--- config.mk ---
export PLATFORM = sky130hd
export DESIGN_NAME = booth_sig_div_seq
export DESIGN_NICKNAME = d
export VERILOG_FILES = /design/src/rtl/booth_sig_div_seq.sv
export SDC_FILE = /design/constraint.sdc
export NUM_CORES = 1
export LEC_CHECK = 0
export BUFFER_PORTS_ARGS = -buffer_cell sky130_fd_sc_hd__buf_2
export CORE_ASPECT_RATIO = 1.25
export CORE_MARGIN = 2
export CORE_UTILIZATION = 45
export CTS_BUF_LIST = sky130_fd_sc_hd__clkbuf_4 sky130_fd_sc_hd__clkbuf_8 sky130_fd_sc_hd__clkbuf_16
export DETAILED_ROUTE_END_ITERATION = 16
export PLACE_DENSITY = 0.75
export RECOVER_POWER = 50
export SYNTH_ARGS = -nofsm -noshare
export SYNTH_HDL_FRONTEND = slang
export SYNTH_SLANG_ARGS = --single-unit
--- constraint.sdc ---
create_clock -name clk -period 5.1 [get_ports clk]
set_clock_uncertainty 0.1 [all_clocks]
set_input_delay 1.02 -clock clk [delete_from_list [all_inputs] [get_ports clk]]
set_output_delay 1.02 -clock clk [all_outputs]
set_load 0.01 [all_outputs]
--- src/rtl/booth_sig_div_seq.sv ---
// Sequential signed divider: radix-2 restoring shift-subtract, one bit per clock.
// Optional DIV_FAST_ZERO_EN skips iteration when |dividend| < |divisor|.
module booth_sig_div_seq #(
  parameter int N = 4
) (
  input  logic         clk,
  input  logic         rst_n,
  input  logic         start,
  input  logic [N-1:0] dividend,
  input  logic [N-1:0] divisor,
  output logic [N-1:0] quotient,
  output logic [N-1:0] remainder,
  output logic         busy,
  output logic         done,
  output logic         div_by_zero,
  output logic         ovf
);

  localparam int CW = $clog2(N);

  typedef enum logic [1:0] {
    IDLE,
    CALC,
    FIX
  } state_t;

  state_t state, state_nx;

  logic [CW-1:0] count;
  logic          sign_q;
  logic          sign_r;
  logic          dz;
  logic [N:0]    part;
  logic [N-1:0]  dq;
  logic [N:0]    b_mag;

  logic [N:0]    a_ext, b_ext;
  logic [N:0]    a_abs, b_abs;
  logic          zero_in;
  logic          fast;
  logic          skip;
  logic [N+1:0]  shifted;
  logic [N:0]    trial;
  logic          ge;

  assign a_ext   = {dividend[N-1], dividend};
  assign b_ext   = {divisor[N-1], divisor};
  assign a_abs   = dividend[N-1] ? -a_ext : a_ext;
  assign b_abs   = divisor[N-1] ? -b_ext : b_ext;
  assign zero_in = (divisor == '0);

`ifdef DIV_FAST_ZERO_EN
  assign fast = (a_abs < b_abs);
`else
  assign fast = 1'b0;
`endif

  assign skip = zero_in || fast;

  // trial >= 0 is the same test as shifted >= |divisor|
  assign shifted = {part, dq[N-1]};
  assign trial   = shifted[N:0] - b_mag;
  assign ge      = (shifted >= {1'b0, b_mag});

  assign busy = (state != IDLE);

  always_comb begin
    state_nx = state;
    unique case (state)
      IDLE: if (start) state_nx = skip ? FIX : CALC;
      CALC: if (count == '0) state_nx = FIX;
      FIX:  state_nx = IDLE;
      default: state_nx = IDLE;
    endcase
  end

  always_ff @(posedge clk or negedge rst_n) begin
    if (!rst_n) state <= IDLE;
    else        state <= state_nx;
  end

  always_ff @(posedge clk or negedge rst_n) begin
    if (!rst_n) begin
      count       <= '0;
      sign_q      <= 1'b0;
      sign_r      <= 1'b0;
      dz          <= 1'b0;
      part        <= '0;
      dq          <= '0;
      b_mag       <= '0;
      quotient    <= '0;
      remainder   <= '0;
      done        <= 1'b0;
      div_by_zero <= 1'b0;
      ovf         <= 1'b0;
    end else begin
      done <= 1'b0;
      unique case (state)
        IDLE: begin
          if (start) begin
            count  <= CW'(N - 1);
            sign_q <= dividend[N-1] ^ divisor[N-1];
            sign_r <= dividend[N-1];
            dz     <= zero_in;
            b_mag  <= b_abs;
            // skipped cases finish with the whole dividend as remainder
            part   <= skip ? a_abs : '0;
            dq     <= skip ? '0 : a_abs[N-1:0];
          end
        end
        CALC: begin
          count <= count - 1'b1;
          if (ge) begin
            part <= trial;
            dq   <= {dq[N-2:0], 1'b1};
          end else begin
            part <= shifted[N:0];
            dq   <= {dq[N-2:0], 1'b0};
          end
        end
        FIX: begin
          done        <= 1'b1;
          div_by_zero <= dz;
          quotient    <= dz ? '1 : (sign_q ? -dq : dq);
          remainder   <= sign_r ? -part[N-1:0] : part[N-1:0];
          // positive quotient of magnitude 2^(N-1) only from MIN / -1
          ovf         <= !dz && !sign_q && dq[N-1];
        end
        default: ;
      endcase
    end
  end

endmodule

Yosys cells after proc, flatten, opt, wreduce, memory -nomap -nowiden
Cells that the tools add are included.

storage, ports and cells
  bits in registers = 32
  output and inout bits = 12

cells by class
  order comparisons = 1
  bitwise operators = 1
  reductions and logical operators = 12
  $add $sub $neg = 6
  equal/unequal tests = 4
  mux-type cells = 20

operator list
  operator                                           count
  2-to-1 mux 5 bit                                   5
  2-to-1 mux 4 bit                                   5
  negation 5 bit                                     2
  one-hot mux 5 bit (2 select lines)                 1
  2-to-1 mux 2 bit                                   4
  negation 4 bit                                     2
  one-hot mux 2 bit (2 select lines)                 2
  one-hot mux 4 bit (2 select lines)                 1
  >= comparator 6 x 5 -> 1 bit                       1
  AND reduction 2 bit                                3
  subtractor 5 bit                                   1
  logical NOT 2 bit                                  2
  logical NOT 4 bit                                  1
  inequality test 2 bit (second input constant)      2
  nonzero test 2 bit                                 2
  == test 2 x 1 -> 1 bit (second input constant)     1
  == test 2 bit (second input constant)              1
  logical AND 1 bit                                  2
  logical NOT 1 bit                                  2
  2-to-1 mux 1 bit                                   2
  subtractor 2 x 1 -> 2 bit (second input constant)  1
  bitwise XOR 1 bit                                  1

Depth between registers and ports, before layout
  depth in word-level cells = 5
  mapped depth = 8

Worst setup path after synthesis
OpenSTA, ideal clock, no wires.

  path kind = input to register
  start point = in divisor[0]
  end point = reg part[1]
  setup time = 0.069 ns
  arrival = 1.974 ns
  cell stages on the path = 6
  data required time = 4.931 ns
  path slack = 2.958 ns
  cells stage by stage = inv_1 -> ha_1 -> or3b_4 -> nor4_2 -> a21oi_1 -> nand3_1

between the ends
  longest elaborated chain between the ends = 4

ends and longest elaborated chain
  element                             RTL line  source
  start, declared                     10        input logic [N-1:0] divisor,
  logical NOT 4 bit                   50        assign zero_in = (divisor == '0);
  2-to-1 mux 5 bit                    107       part <= skip ? a_abs : '0;
  2-to-1 mux 5 bit                    100       if (start) begin
  one-hot mux 5 bit (2 select lines)  98        unique case (state)
  end signal, assigned                107
  end signal, assigned                114       part <= trial;
  end signal, assigned                117       part <= shifted[N:0];
  end, declared                       33        logic [N:0] part;

Every way passes these cells. The select of a mux whose other input is x is not followed.
A chain may end at the register's enable or synchronous reset.

Final worst setup path
  start point = reg state[0]
  end point = out busy

between the ends
  longest elaborated chain between the ends = 1

ends and longest elaborated chain
  element                 RTL line  source
  start, declared         27        state_t state, state_nx;
  start signal, assigned  79        else state <= state_nx;
  nonzero test 2 bit      65        assign busy = (state != IDLE);
  end, declared           13        output logic busy,

Every way passes these cells.

==> impl_metrics.py <==
metrics = {
    "drt": {
        "vias": 1470,
        "route.met2.wl_um": 1700,
        "viasPerCell": 5.40,
        "routed.top_layer": "met4",
        "routed_wl_um": 3720,
        "wl_met1_um": 1660,
        "wl_per_cell_um": 13.7,
        "dr_wl_met3_um": 244,
        "drc": 0,
        "drt-pass1-iter-count": 4,
        "ant_nets": 0,
        "drtIter0Drc": 56,
    },
    "setup_path": {
        "cp-startpoint": "state[0]",
        "critical-path-top-delay-family": "flip-flops",
        "cp-start-kind": "flop",
        "critPathCapture": "busy",
        "path_class": "reg -> out",
        "reg2reg_to": "part[2]",
        "path_depth": 3,
        "path_cells": "nor2_1 -> inv_1 -> buf_2",
        "reg2regPathDepth": 8,
        "crit_path_end_kind": "output port",
        "required_ns": 3.98,
        "max_stage_delay_ns": 0.49,
        "worstPathMaxFanout": 11,
        "critPathBufInv": 2,
        "worstReg2RegStart": "dq[3]",
        "cp.arrival_ns": 1.19,
        "slowest_stage": "dfrtp_1",
        "reg2reg_setup_slack_ns": 2.82,
    },
    "grt": {
        "grt_pass1_vias": 1436,
        "antenna_found_initial": 0,
        "overflow": 0,
        "grt_max_degree": 33,
        "grt_pass1_wl_um": 6540,
        "track_usage": 0.196,
    },
    "clock_tree": {
        "numClockSinks": 32,
        "ctsResizeCount": 0,
        "h-tree-depth": 2,
        "hold_buffers": 0,
        "insertion_delay_ns": 0.29,
        "path_clk_slew_ns": 0.06,
        "tritoncts": "yes",
        "clockBufferDepth": 2,
        "cts_made_buffers": 5,
        "root_buffer": "clkbuf_8",
        "post_cts_buffers": 0,
    },
    "run_status": {
        "status": "finished, violations left",
        "violations": "capacitance limit, slew limit",
    },
    "layout": {
        "fin_cells": 272,
        "fin_nets": 240,
        "syn2layout_area_growth_pct": 12.9,
        "diodes": 0,
        "drive_above_1_share": 0.151,
    },
    "timing": {
        "tns_ns": 0,
        "relSlewSlack": -0.124,
        "whs_ns": 0.359,
        "hold_violations": 0,
        "rsz0062_at_grt": "no",
        "fin_crit_sh": 0.453,
        "setup_viol": 0,
        "min_period_ns": 2.31,
        "max_freq_ghz": 0.433,
        "finalMaxSlewViolations": 33,
        "tightest_slew_ns": 1.69,
    },
    "synthesis": {
        "synth.distinct_cells": 46,
        "synth_edf_count": 0,
        "synth_ff_type": "dfrtp_1",
        "synth_nets": 217,
        "ys_warn_count": 0,
        "avgSynthCellArea_um2": 9.39,
        "synthArstFlopShare": 1.00,
        "netlist_area_mm2": 0.00183,
        "yosysSeqAreaShare": 0.437,
        "synth_cells": 195,
        "ys_ff_latch": 32,
    },
    "floorplan": {
        "die_h_um": 75.3,
        "start_util": 0.476,
        "ios": 23,
        "rows": 25,
        "core-area_mm2": 0.00385,
        "die_area_mm2": 0.00460,
        "die_w_um": 61.0,
    },
    "power_and_ir_drop": {
        "p_comb_frac": 0.492,
        "p_int_uw": 764,
        "finalPower_uw": 1340,
        "p_sw_frac": 0.430,
        "seqPwrFrac": 0.349,
        "pwr_density_cell_mw_per_mm2": 648,
        "clkPwrFrac": 0.159,
        "vdd_drop_max_mv": 0.257,
        "p_sw_uw": 576,
        "total_leakage_power_uw": 0.000995,
    },
    "min_path": {
        "holdPathStages": 2,
        "hold_path.class": "reg -> reg",
    },
    "job": {
        "maxCapViolations": 1,
    },
    "placement": {
        "gp_congestion": 0.794,
        "dp.cells": 265,
        "place_hpwl_um": 2790,
        "io_buffers": 22,
    },
}
==> worst min path at each step <==
stage / from / endpoint
after floorplan: count[0] / count[0]
after global placement: quotient[2] / quotient[2]
after detailed placement: quotient[2] / quotient[2]
after CTS: quotient[2] / quotient[2]
after global routing: quotient[2] / quotient[2]
final: quotient[2] / quotient[2]
==> through the flow <==
stage / worst slack (ns) / area, um^2 / util
2_1_floorplan: 2.96 / 1830 / -
3_3_place_gp: 2.71 / 1970 / 0.513
3_5_place_dp: 2.66 / 1970 / 0.513
4_1_cts: 2.78 / 2070 / 0.538
5_1_grt: 2.50 / 2070 / 0.537
6_report: 2.79 / 2070 / 0.537
==> flip-flops by register name, indices dropped and copies added (netlist names) <==
name,cells
div_by_zero,1
dq,4
sign_r,1
b_mag,5
quotient,4
part,5
ovf,1
remainder,4
sign_q,1
state,2
count,2
dz,1
done,1
==> tightest hold or removal path, stage by stage (launching register included) <==
cell and delay (ns):
dfrtp_1 0.34, nand2_1 0.05, nand2_1 0.04
==> power groups by stage <==
stage | logic [uW] | clock network (uW) | registers [uW]
after CTS | 666 | 216 | 467
after global routing | 768 | 227 | 485
final | 659 | 213 | 467
after floorplan | 517 | 0 | 458
after global placement | 652 | 0 | 467
after detailed placement | 664 | 0 | 471
==> logic make-up after synthesis <==
family | Yosys count | share of synthesized area
AO/OA/AOI/OAI | 49 | 0.176
XOR/XNOR | 9 | 0.0431
adder cells (fa/ha/maj) | 11 | 0.0793
buffers and inverters | 25 | 0.0581
flip-flops | 32 | 0.437
multiplexers | 4 | 0.0226
AND/OR/NAND/NOR | 65 | 0.184
==> cell usage after synthesis (2+ instances only) <==
cell type / n / area share
nand2_1: 24 / 0.049
ha_1: 10 / 0.068
o21bai_1: 2 / 0.0082
a21o_1: 2 / 0.0082
nor3b_2: 2 / 0.014
o21ai_0: 4 / 0.011
dfrtp_1: 32 / 0.44
nand4_1: 5 / 0.017
xor2_1: 2 / 0.0096
nand2b_1: 5 / 0.017
buf_2: 4 / 0.011
nor2b_1: 2 / 0.0068
o21ai_1: 15 / 0.041
mux2i_1: 3 / 0.016
a41oi_1: 2 / 0.0096
a21oi_1: 6 / 0.016
xnor2_1: 7 / 0.033
inv_1: 18 / 0.037
and2_1: 3 / 0.010
a221oi_1: 2 / 0.0096
o31ai_1: 5 / 0.021
nor2_1: 13 / 0.027
nand3_1: 4 / 0.011
==> area by class of cell <==
cell class	instances	area, um^2
timing repair buffer	22	108
multi-input combinational	138	923
fill	378	1780
clock buffer	7	96.3
inverter	19	71.3
sequential	32	801
tap	54	67.6
==> routing by layer <==
metal,vias up,global-route usage
met2,51,0.312
met5,-,0
met1,676,0.234
li1,730,-
met4,0,0.109
met3,13,0.0611
==> layout by cell type (no fill, tap or decap), types with 2 or more instances in the layout <==
cell type and instances:
a41oi_1 2, ha_1 10, a221oi_1 2, nand2_1 24, o21ai_0 7, dfrtp_1 32
and2_1 2, xnor2_1 7, nor3b_2 2, o21bai_1 2, clkbuf_8 7, o31ai_1 5
nor2b_1 2, nor2_1 13, nand2b_1 5, xor2_1 2, mux2i_1 3, nand4_1 5
buf_2 20, clkbuf_1 2, a21oi_1 6, inv_1 19, nand3_1 4, a21o_1 2
o21ai_1 12
Note: power is estimated with default switching activity, not from simulation.
